--- src/rtl/axis_tuple_bridge.sv ---
// rtl/axis_tuple_bridge.sv - AXI-Stream to split packet/tuple bridge with an egress tuple queue
// Optional feature macro: AXIS_TUPLE_BRIDGE_DROP_EN (discard packets whose tuple dst_port [31:24] is 0)
// axis_tuple_fifo ports: clk/resetn; push/push_data in; pop in; head/empty/full out; overflow sticky out
// axis_tuple_bridge ports: axis_aclk/axis_resetn; s_axis_* board ingress; pkt_in_*/tuple_in_* to processor;
//   pkt_out_*/tuple_out_* from processor; m_axis_* board egress; err_overflow sticky; drop_count 32-bit

module axis_tuple_fifo #(
    parameter int WIDTH = 128,
    parameter int DEPTH = 4
) (
    input  logic             clk,
    input  logic             resetn,
    input  logic             push,
    input  logic [WIDTH-1:0] push_data,
    input  logic             pop,
    output logic [WIDTH-1:0] head,
    output logic             empty,
    output logic             full,
    output logic             overflow
);
    localparam int AW = $clog2(DEPTH);

    logic [AW:0]      wr_ptr_q, wr_ptr_d;
    logic [AW:0]      rd_ptr_q, rd_ptr_d;
    logic             overflow_q, overflow_d;
    logic [WIDTH-1:0] mem_q [DEPTH];
    logic             wr_en;

    assign empty    = (wr_ptr_q == rd_ptr_q);
    assign full     = (wr_ptr_q[AW] != rd_ptr_q[AW]) && (wr_ptr_q[AW-1:0] == rd_ptr_q[AW-1:0]);
    assign head     = mem_q[rd_ptr_q[AW-1:0]];
    assign overflow = overflow_q;
    // A pop in the same cycle frees the slot the push lands in, so a full queue still accepts it.
    assign wr_en    = push && (!full || pop);

    always_comb begin
        wr_ptr_d   = wr_ptr_q;
        rd_ptr_d   = rd_ptr_q;
        overflow_d = overflow_q;
        if (wr_en) begin
            wr_ptr_d = wr_ptr_q + (AW+1)'(1);
        end
        if (pop && !empty) begin
            rd_ptr_d = rd_ptr_q + (AW+1)'(1);
        end
        if (push && full && !pop) begin
            overflow_d = 1'b1;
        end
    end

    always_ff @(posedge clk) begin
        if (!resetn) begin
            wr_ptr_q   <= '0;
            rd_ptr_q   <= '0;
            overflow_q <= 1'b0;
        end else begin
            wr_ptr_q   <= wr_ptr_d;
            rd_ptr_q   <= rd_ptr_d;
            overflow_q <= overflow_d;
        end
    end

    always_ff @(posedge clk) begin
        if (wr_en) begin
            mem_q[wr_ptr_q[AW-1:0]] <= push_data;
        end
    end
endmodule

module axis_tuple_bridge #(
    parameter int C_AXIS_DATA_WIDTH  = 256,
    parameter int C_AXIS_TUSER_WIDTH = 128,
    parameter int C_TUPLE_WIDTH      = 128,
    parameter int C_TUPLE_FIFO_DEPTH = 4
) (
    input  logic                            axis_aclk,
    input  logic                            axis_resetn,
    input  logic [C_AXIS_DATA_WIDTH-1:0]    s_axis_tdata,
    input  logic [C_AXIS_DATA_WIDTH/8-1:0]  s_axis_tkeep,
    input  logic [C_AXIS_TUSER_WIDTH-1:0]   s_axis_tuser,
    input  logic                            s_axis_tvalid,
    input  logic                            s_axis_tlast,
    output logic                            s_axis_tready,
    output logic [C_AXIS_DATA_WIDTH-1:0]    pkt_in_tdata,
    output logic [C_AXIS_DATA_WIDTH/8-1:0]  pkt_in_tkeep,
    output logic                            pkt_in_tvalid,
    output logic                            pkt_in_tlast,
    input  logic                            pkt_in_tready,
    output logic                            tuple_in_valid,
    output logic [C_TUPLE_WIDTH-1:0]        tuple_in_data,
    input  logic [C_AXIS_DATA_WIDTH-1:0]    pkt_out_tdata,
    input  logic [C_AXIS_DATA_WIDTH/8-1:0]  pkt_out_tkeep,
    input  logic                            pkt_out_tvalid,
    input  logic                            pkt_out_tlast,
    output logic                            pkt_out_tready,
    input  logic                            tuple_out_valid,
    input  logic [C_TUPLE_WIDTH-1:0]        tuple_out_data,
    output logic [C_AXIS_DATA_WIDTH-1:0]    m_axis_tdata,
    output logic [C_AXIS_DATA_WIDTH/8-1:0]  m_axis_tkeep,
    output logic [C_AXIS_TUSER_WIDTH-1:0]   m_axis_tuser,
    output logic                            m_axis_tvalid,
    output logic                            m_axis_tlast,
    input  logic                            m_axis_tready,
    output logic                            err_overflow,
    output logic [31:0]                     drop_count
);
    localparam int RW = (C_AXIS_TUSER_WIDTH < C_TUPLE_WIDTH) ? C_AXIS_TUSER_WIDTH : C_TUPLE_WIDTH;

    typedef enum logic [1:0] {
        ST_IDLE,
        ST_SOP,
        ST_BODY
`ifdef AXIS_TUPLE_BRIDGE_DROP_EN
        , ST_DROP
`endif
    } state_t;

    // ---------------- ingress ----------------
    logic in_sop_q, in_sop_d;
    logic in_accept;

    assign pkt_in_tdata  = s_axis_tdata;
    assign pkt_in_tkeep  = s_axis_tkeep;
    assign pkt_in_tlast  = s_axis_tlast;
    assign s_axis_tready = axis_resetn & pkt_in_tready;
    assign pkt_in_tvalid = axis_resetn & s_axis_tvalid;
    assign tuple_in_valid = axis_resetn & s_axis_tvalid & pkt_in_tready & in_sop_q;
    assign in_accept     = s_axis_tvalid & pkt_in_tready;

    always_comb begin
        tuple_in_data         = '0;
        tuple_in_data[RW-1:0] = s_axis_tuser[RW-1:0];
    end

    always_comb begin
        in_sop_d = in_sop_q;
        if (in_accept) begin
            in_sop_d = s_axis_tlast;
        end
    end

    always_ff @(posedge axis_aclk) begin
        if (!axis_resetn) begin
            in_sop_q <= 1'b1;
        end else begin
            in_sop_q <= in_sop_d;
        end
    end

    // ---------------- egress ----------------
    state_t                          state_q, state_d;
    logic [C_TUPLE_WIDTH-1:0]        tuple_q, tuple_d;
    logic [C_TUPLE_WIDTH-1:0]        fifo_head;
    logic                            fifo_empty;
    logic                            fifo_full;
    logic                            fifo_pop;
    logic                            out_ready_c;
    logic                            out_valid_c;
    logic [C_AXIS_TUSER_WIDTH-1:0]   tuser_c;
    logic [C_AXIS_TUSER_WIDTH-1:0]   tuple_as_tuser;
    logic                            out_hs;

    axis_tuple_fifo #(
        .WIDTH (C_TUPLE_WIDTH),
        .DEPTH (C_TUPLE_FIFO_DEPTH)
    ) u_tuple_fifo (
        .clk       (axis_aclk),
        .resetn    (axis_resetn),
        .push      (tuple_out_valid),
        .push_data (tuple_out_data),
        .pop       (fifo_pop),
        .head      (fifo_head),
        .empty     (fifo_empty),
        .full      (fifo_full),
        .overflow  (err_overflow)
    );

    always_comb begin
        tuple_as_tuser         = '0;
        tuple_as_tuser[RW-1:0] = tuple_q[RW-1:0];
    end

    assign m_axis_tdata   = pkt_out_tdata;
    assign m_axis_tkeep   = pkt_out_tkeep;
    assign m_axis_tlast   = pkt_out_tlast;
    assign m_axis_tuser   = tuser_c;
    assign m_axis_tvalid  = axis_resetn & out_valid_c;
    assign pkt_out_tready = axis_resetn & out_ready_c;
    assign out_hs         = pkt_out_tvalid & m_axis_tready;

`ifdef AXIS_TUPLE_BRIDGE_DROP_EN
    logic [31:0] drop_count_q, drop_count_d;
    assign drop_count = drop_count_q;
`else
    assign drop_count = 32'd0;
`endif

    always_comb begin
        state_d     = state_q;
        tuple_d     = tuple_q;
        fifo_pop    = 1'b0;
        out_ready_c = 1'b0;
        out_valid_c = 1'b0;
        tuser_c     = '0;
`ifdef AXIS_TUPLE_BRIDGE_DROP_EN
        drop_count_d = drop_count_q;
`endif
        case (state_q)
            ST_IDLE: begin
                // Waiting for both halves of a packet; the tuple only becomes visible
                // the cycle after it is written, there is no bypass path.
                if (!fifo_empty && pkt_out_tvalid) begin
                    fifo_pop = 1'b1;
                    tuple_d  = fifo_head;
                    state_d  = ST_SOP;
`ifdef AXIS_TUPLE_BRIDGE_DROP_EN
                    if (fifo_head[31:24] == 8'd0) begin
                        state_d = ST_DROP;
                    end
`endif
                end
            end
            ST_SOP: begin
                out_valid_c = pkt_out_tvalid;
                out_ready_c = m_axis_tready;
                tuser_c     = tuple_as_tuser;
                if (out_hs) begin
                    state_d = pkt_out_tlast ? ST_IDLE : ST_BODY;
                end
            end
            ST_BODY: begin
                out_valid_c = pkt_out_tvalid;
                out_ready_c = m_axis_tready;
                if (out_hs && pkt_out_tlast) begin
                    state_d = ST_IDLE;
                end
            end
`ifdef AXIS_TUPLE_BRIDGE_DROP_EN
            ST_DROP: begin
                out_ready_c = 1'b1;
                if (pkt_out_tvalid && pkt_out_tlast) begin
                    if (drop_count_q != 32'hFFFF_FFFF) begin
                        drop_count_d = drop_count_q + 32'd1;
                    end
                    state_d = ST_IDLE;
                end
            end
`endif
            default: begin
                state_d = ST_IDLE;
            end
        endcase
    end

    always_ff @(posedge axis_aclk) begin
        if (!axis_resetn) begin
            state_q <= ST_IDLE;
            tuple_q <= '0;
`ifdef AXIS_TUPLE_BRIDGE_DROP_EN
            drop_count_q <= 32'd0;
`endif
        end else begin
            state_q <= state_d;
            tuple_q <= tuple_d;
`ifdef AXIS_TUPLE_BRIDGE_DROP_EN
            drop_count_q <= drop_count_d;
`endif
        end
    end
endmodule

--- config.mk ---
export PLATFORM = sky130hd
export DESIGN_NAME = axis_tuple_bridge
export DESIGN_NICKNAME = d
export VERILOG_FILES = /design/src/rtl/axis_tuple_bridge.sv
export SDC_FILE = /design/constraint.sdc
export NUM_CORES = 1
export LEC_CHECK = 0
export CAP_MARGIN = 20
export CORE_AREA = 3 3 658 660
export CTS_CLUSTER_DIAMETER = 30
export DETAILED_ROUTE_END_ITERATION = 8
export DIE_AREA = 0 0 661 663
export SLEW_MARGIN = 25
export SYNTH_ARGS = -nofsm -noshare
export SYNTH_HDL_FRONTEND = slang
export SYNTH_HIERARCHICAL = 1
export SYNTH_SLANG_ARGS = --single-unit
--- constraint.sdc ---
create_clock -name axis_aclk -period 3.8 [get_ports axis_aclk]
set_input_delay 1.14 -clock axis_aclk [delete_from_list [all_inputs] [get_ports axis_aclk]]
set_output_delay 1.14 -clock axis_aclk [all_outputs]
set_load 0.02 [all_outputs]
# Word level (Yosys, flattened, before mapping)

Memory sizes are Yosys's and may differ from the RTL's. A register that Yosys moved wholly into a read port is not among the register bits.
Cells that the tools add are included.

Memories: 1
Bits in writable memories: 512
Bits in registers: 10
Input port bits: 841
Word-level logic and storage cells: 52
Output and inout bits: 872

Memories:

| name               | depth | width | rd ports | clocked after Yosys merged registers in | wr ports | RTL line | RTL |
|---|---|---|---|---|---|---|---|
| u_tuple_fifo.mem_q | 4     | 128   | 1        | 1                                       | 1        | 26       | `logic [WIDTH-1:0] mem_q [DEPTH];` |

Multiplexer cells: 12
Add/subtract/negate cells: 2
Bitwise logic cells: 8
Equality and inequality tests: 8
Reductions and logical operators: 16

Operators by type and width:

| cell                | number |
|---|---|
| $mux 128            | 1 |
| $and 1x1->1         | 8 |
| $mux 2              | 4 |
| $logic_and 1x1->1   | 7 |
| $add 3x1->3 const B | 2 |
| $mux 1              | 6 |
| $ne 2x2->1 const B  | 3 |
| $pmux 2 s3          | 1 |
| $logic_not 1->1     | 4 |
| $eq 3x3->1          | 1 |
| $reduce_and 3->1    | 1 |
| $eq 2x1->1 const B  | 1 |
| $eq 2x2->1          | 1 |
| $eq 2x2->1 const B  | 1 |
| $logic_not 2->1     | 1 |
| $reduce_and 2->1    | 1 |
| $reduce_or 2->1     | 1 |
| $logic_or 1x1->1    | 1 |
| $ne 1x1->1          | 1 |

# Logic depth before layout (Yosys ltp)

Gate-level depths: netlist of the first run.

Depth in word-level cells: 9
Depth in mapped cells: 9
Gate-level depth less buffers: 8

# Hierarchy

The synthesis of the first run kept the hierarchy.

By module, submodules not included:

| module            | area an instance (µm²) | times used | sequential area each (µm²) | cells an instance |
|---|---|---|---|---|
| axis_tuple_fifo   | 18866.8                | 1          | 15554.9                    | 717 |
| axis_tuple_bridge | 11403.4                | 1          | 2622.5                     | 1464 |

# Worst setup path after synthesis of the first run

OpenSTA, ideal clock, no wires.

Kind: input port to flip-flop
Start: input pkt_out_tvalid
End: memory u_tuple_fifo.mem_q[0][0], enable pin
Cell stages on the path: 5
Buffers on the path: 1
Required time: 3.368 ns
Path slack: 0.049 ns
Data arrival time: 3.319 ns
Library setup time: 0.432 ns
Path through: nand3b_2 -> inv_2 -> buf_2 -> o41a_4 -> and2_2

Cells in the longest elaborated chain, start to end: 7

Ends and longest elaborated chain:

| what                         | RTL line | RTL |
|---|---|---|
| from (decl)                  | 93       | `input logic pkt_out_tvalid,` |
| $logic_and 1x1->1            | 212      | `if (!fifo_empty && pkt_out_tvalid) begin` |
| $mux 1                       | 212      |  |
| $mux 1                       | 208      | `case (state_q)` |
| net fifo_pop                 | 156      | `logic fifo_pop;` |
| $logic_or 1x1->1             | 34       | `assign wr_en = push && (!full \|\| pop);` |
| $logic_and 1x1->1            | 34       |  |
| $mux 1                       | 64       | `if (wr_en) begin` |
| $mux 1 (not written as such) | 65       | `mem_q[wr_ptr_q[AW-1:0]] <= push_data;` |
| to (decl)                    | 26       |  |

The timed path passes the listed nets, and every way through them passes these cells.

# Worst setup path after layout of the first run

Start: input s_axis_tvalid
End: output tuple_in_valid

Cells in the longest elaborated chain, start to end: 3

Ends and longest elaborated chain:

| what                      | RTL line | RTL |
|---|---|---|
| from (decl)               | 81       | `input logic s_axis_tvalid,` |
| $and 1x1->1 (3 in series) | 127      | `assign tuple_in_valid = axis_resetn & s_axis_tvalid & pkt_in_tready & in_sop_q;` |
| to (decl)                 | 89       | `output logic tuple_in_valid,` |

Every way passes these cells.

==> results by group, run 1 <==
Final layout
  • FILL cells: 48831
  • P&R area growth vs syn: 26.7%
  • Utilization after layout: 8.97%
  • Area of the multi-input gates: 6210 µm²
  • Register area: 18200 µm²
  • Fraction of layout cells with a size suffix above 1: 22.1%
  • Fin nets: 2667

Outcome
  • Status: finished, final reports clean

STA
  • Crit share post-route: 97.6%
  • Clock skew: 0.0638 ns
  • Worst hold slack: 0.447 ns
  • Slew headroom: 36.4%
  • Final min period: 3.71 ns
  • Worst Max-Slew Pin Slew: 0.955 ns
  • Final Hold Vio Count: 0
  • Unrepaired setup endpoints after global routing: no
  • Setup TNS after final layout: 0 ns
  • # setup viols final: 0
  • Setup ws final: 0.0910 ns
  • Max Clk Rate: 0.270 GHz
  • Final Slew Violations: 0

Hold path
  • Hold path cells: 2
  • Worst Hold Class: register to register
  • Hold endpoint: tuple_as_tuser[76]
  • Worst Hold Launch: tuple_as_tuser[76]

Setup path
  • R2R setup slack: 0.77 ns
  • FF-to-FF End: u_tuple_fifo/mem_q[0][72]
  • Setup crit end kind: primary output
  • Req. time, crit path: 2.66 ns
  • Arr. time, crit path: 2.57 ns
  • CP Launch Type: input pin
  • Worst-path fanout max: 3
  • Reg2Reg Depth: 9
  • WS Path Type: input pin to primary output
  • FF-to-FF Start: u_tuple_fifo/wr_ptr_q[0]

CTS
  • Clk root buf: clkbuf_16
  • Clock transition at path regs: 0.06 ns
  • Skew-Pair Late Insertion Delay: 0.66 ns
  • CTS tree: done
  • Num CTS Buffers: 95
  • Depth of the CTS H-tree: 3
  • Clock Sink Count: 652
  • CTS max path bufs: 3

Yosys
  • Syn Inst Count: 2180
  • Post-Synthesis Cell Area: 30300 µm²
  • Syn_area_per_cell: 13.9 µm²
  • Yosys warning total: 6

Routing
  • WL/cell: 34.6 µm
  • Final Routed Wirelength: 263 mm
  • ANT nets after route: 0
  • DRT Pass-1 Iters: 7
  • Routed vias/inst: 2.07
  • DRC violations left: 0
  • Starting DRT DRC Count: 1104
  • Vias post-DR: 15779

Place
  • Detailed Place HPWL: 234 mm
  • IO Port Bufs: 272
  • Pre-CTS setup slack: 0.0456 ns
  • Placer congestion estimate: 0.812

Die
  • # rows: 240
  • Starting Density: 7.08%
  • Die X: 661 µm
  • Placeable Area: 427000 µm²
  • Total die area: 438000 µm²
  • Die H: 663 µm
  • # IOs: 1713

Global routing
  • Number of global-route vias before repair: 16088
  • GRT Overall Usage: 11.5%
  • Antenna violations before repair: 54
  • Remaining Overflow, GRT: 0
  • First-pass GRT wire length: 301 mm
  • Largest net degree at the start of global routing: 140

Power
  • Power Dens Cells: 497 nW/µm²
  • VDD IR-drop max: 0.420 mV
  • Leak: 11.0 nW

Run
  • Max-cap violation count: 0
-- through the flow --
stage	cell area, µm²	total power [mW]	cells
after floorplan	30400	10.5	2211
after global placement	34800	10.2	7402
after detailed placement	34800	10.3	7402
after CTS	38200	19.4	7586
after global routing	38300	19.8	7587
final	38300	19.1	7612
-- how the worst max path moves through the flow --
stage	depth (start not counted)	slack, ns	from	endpoint
final	4	0.09	s_axis_tvalid	tuple_in_valid
after global routing	6	0.001	state_q[1]	m_axis_tuser[47]
after CTS	6	0.003	state_q[1]	m_axis_tuser[119]
after detailed placement	4	0.05	s_axis_tvalid	tuple_in_valid
after global placement	4	0.03	s_axis_tvalid	tuple_in_valid
after floorplan	5	0.05	pkt_out_tvalid	u_tuple_fifo/mem_q[0][0]
-- per-layer routing --
metal / GRT usage, % / part of all wire (%)
met4: 5.09 / 5.1
met2: 19.1 / 47
met1: 6.08 / 18
met3: 15.8 / 30
met5: 1.26 / 0.42
-- placed cells by master (no fill, tap or decap), types with 18 or more instances in the layout --
master	count
and2_1	134
conb_1	32
diode_2	26
inv_6	19
clkbuf_16	95
dfxtp_1	138
clkdlybuf4s50_1	214
buf_12	24
buf_4	84
mux4_2	128
a21boi_0	18
edfxtp_1	512
nand2_1	262
a21boi_1	110
-- area by class of cell --
type,instances,area share (%)
multi-input cells,730,16.2
repair buffers,334,8.87
well taps,5687,18.6
diodes,26,0.170
clock inverters,77,2.41
inverters,5,0.0620
clock buffers,101,6.29
flip-flops and latches,652,47.4
-- registers in the layout (all words and copies together), names as in the netlist, named ones only --
name,count
in_sop_q,1
tuple_as_tuser,128
state_q,2
u_tuple_fifo/overflow,1
u_tuple_fifo/mem_q,512
u_tuple_fifo/rd_ptr_q,3
u_tuple_fifo/wr_ptr_q,3
-- power breakdown --
group | internal, mW | total, mW | switching, mW
combinational | 0.727 | 1.78 | 1.06
clock | 5.29 | 8.95 | 3.66
sequential | 8.13 | 8.32 | 0.199
total | 14.1 | 19.1 | 4.91
-- worst max-delay path, stage by stage --
cell             delay [ns]
clkdlybuf4s50_1        0.51
and2_1                 0.18
and3_1                 0.51
buf_12                 0.21
-- repair_timing --
action                                  in CTS  in global routing
hold buffers                                 0                  0
endpoints found under the hold margin        0                  0
gates resized for setup                      2                  9
endpoints found under the setup margin      76                  9
setup buffers                                6                  0
Power figures use the tool's default switching activity.
==> run 2: changes to the inputs <==
CORE_AREA = 2 2 676 678   (was 3 3 658 660)
DIE_AREA = 0 0 678 680   (was 0 0 661 663)
TNS_END_PERCENT = 50   (was not set)
==> run 2 against run 1 <==
- register-to-register slack improved by 0.03 ns
- clock skew fell by 0.012 ns
- first-iteration DRC count fell by 3.5%
- count of clock-buffer cells in the layout fell by 8
- critical path type unchanged
- highest routed layer unchanged
==> results by group, run 2 (synthesized netlist as in run 1, its figures left out) <==
Power
  • Leak: 10.9 nW
  • Power, Total: 18.7 mW
  • Power Dens Cells: 484 nW/µm²
  • VDD IR-drop max: 0.436 mV

STA
  • Max Clk Rate: 0.269 GHz
  • Final min period: 3.72 ns
  • Worst Max-Slew Pin Slew: 1.03 ns
  • Clock skew: 0.0519 ns
  • Slew headroom: 31.2%
  • # setup viols final: 0
  • Final Slew Violations: 0
  • Unrepaired setup endpoints after global routing: no
  • Final Hold Vio Count: 0
  • Worst hold slack: 0.448 ns
  • Setup TNS after final layout: 0 ns
  • Crit share post-route: 98.0%

CTS
  • CTS tree: done
  • Depth of the CTS H-tree: 3
  • Clk root buf: clkbuf_16
  • Skew-Pair Late Insertion Delay: 0.69 ns
  • CTS max path bufs: 3
  • Clock Sink Count: 652
  • Clock transition at path regs: 0.05 ns
  • Num CTS Buffers: 88
  • Hold Buf Count CTS: 0

Global routing
  • Antenna violations before repair: 67
  • Number of global-route vias before repair: 15715
  • Largest net degree at the start of global routing: 141
  • GRT Overall Usage: 10.7%
  • Remaining Overflow, GRT: 0
  • First-pass GRT wire length: 293 mm

Setup path
  • WS Path Type: input pin to primary output
  • Critical path's slowest cell: clkdlybuf4s50_1
  • Most used cell, CP: clkdlybuf4s50_1
  • Worst-path fanout max: 2
  • Setup crit end kind: primary output
  • CP Launch Type: input pin
  • Req. time, crit path: 2.66 ns
  • Critical path buffers and inverters: 2
  • Arr. time, crit path: 2.58 ns
  • Largest stage delay, worst path: 0.60 ns
  • Critical path's top delay family: buffers and inverters
  • Critical-path cell list: clkdlybuf4s50_1 > and2_1 > and3_1 > clkdlybuf4s50_1

Die
  • Die H: 680 µm
  • Die X: 678 µm
  • # rows: 248
  • Placeable Area: 454000 µm²
  • # IOs: 1713
  • Starting Density: 6.66%
  • Total die area: 461000 µm²

Place
  • Post-Place Cells: 7703
  • Detailed Place HPWL: 229 mm
  • Placer congestion estimate: 0.835
  • IO Port Bufs: 272

Final layout
  • Max FFs per register: 512
  • Finished Layout Cells: 7880
  • P&R area growth vs syn: 28.1%
  • Fin nets: 2644
  • Most frequent cells in the layout: edfxtp_1, nand2_1, clkdlybuf4s50_1
  • FILL cells: 52185
  • Fraction of layout cells with a size suffix above 1: 21.6%
  • Commonest non-fill, non-tap cell in the layout: edfxtp_1

Routing
  • Routed vias/inst: 2.00
  • WL/cell: 32.7 µm
  • ANT nets after route: 0
  • DRC violations left: 0
  • Final Routed Wirelength: 258 mm
  • Vias post-DR: 15738
  • DRT Pass-1 Iters: 7
  • Starting DRT DRC Count: 1065

Outcome
  • Status: finished, final reports clean

Hold path
  • Worst Hold Class: register to register

Run
  • Max-cap violation count: 0
[run 2: cell types whose count changed in the layout (fill, tap and decap cells not counted), moves of 5 or more]
cell / before / now
buf_4: 84 / 47
buf_12: 24 / 52
diode_2: 26 / 9
clkdlybuf4s50_1: 214 / 202
dlygate4sd2_1: 1 / 10
inv_6: 19 / 10
clkbuf_16: 95 / 89
dlymetal6s2s_1: 9 / 4
inv_8: 9 / 14
[run 2: layer usage]
layer	part of all wire [%]	vias up	GRT usage, %	routed length, µm
met5	0.89	-	2.71	2310
li1	-	6113	-	-
met4	4.7	116	4.30	12000
met1	17	7337	5.25	44600
met2	46	1790	17.2	118000
met3	31	382	16.0	80700
[run 2: tightest hold or removal path, delay by kind of cell (launching register included)]
kind | cells | cell delay (ns)
simple gates | 1 | 0.05
compound gates | 1 | 0.05
flops | 1 | 0.30
[run 2: final timing paths]
kind	startpoint	to	depth (start not counted)	slack [ns]
setup / recovery	s_axis_tvalid	tuple_in_valid	4	0.08
hold / removal	tuple_as_tuser[28]	tuple_as_tuser[28]	2	0.45
setup reg to reg	u_tuple_fifo/wr_ptr_q[1]	u_tuple_fifo/mem_q[0][63]	9	0.80
hold reg to reg	tuple_as_tuser[28]	tuple_as_tuser[28]	2	0.45
[run 2: what timing repair did]
action / 4_1_cts / 5_1_grt
setup buffers: 2 / 0
gates resized for setup: 15 / 4
setup endpoints to repair: 67 / 4
[run 2: power by group]
group	leakage, nW	switching [mW]	internal (mW)
logic	3.52	1.03	0.733
registers	5.84	0.150	8.12
clock network	1.55	3.70	5.02
total	10.9	4.88	13.9
[run 2: cell type report]
| type | instances | area, µm² | share of cell area (%) |
|---|---|---|---|
| Sequential cell | 652 | 18200 | 46.9 |
| Tap cell | 6000 | 7510 | 19.4 |
| Multi-Input combinational cell | 730 | 6210 | 16.0 |
| Timing Repair Buffer | 318 | 3600 | 9.29 |
| Clock buffer | 93 | 2260 | 5.83 |
| Clock inverter | 73 | 957 | 2.47 |
| Inverter | 5 | 23.8 | 0.0613 |
| Antenna cell | 9 | 22.5 | 0.0581 |
[run 2: stage by stage]
stage | instance area, µm² | setup slack [ns] | utilization (%)
final | 38800 | 0.0777 | 8.54
after global routing | 38800 | 0.0111 | 8.53
after CTS | 38700 | -0.00341 | 8.53
after detailed placement | 35500 | 0.0934 | 7.82
after global placement | 35500 | 0.0248 | 7.82
after floorplan | 30400 | 0.0489 | -
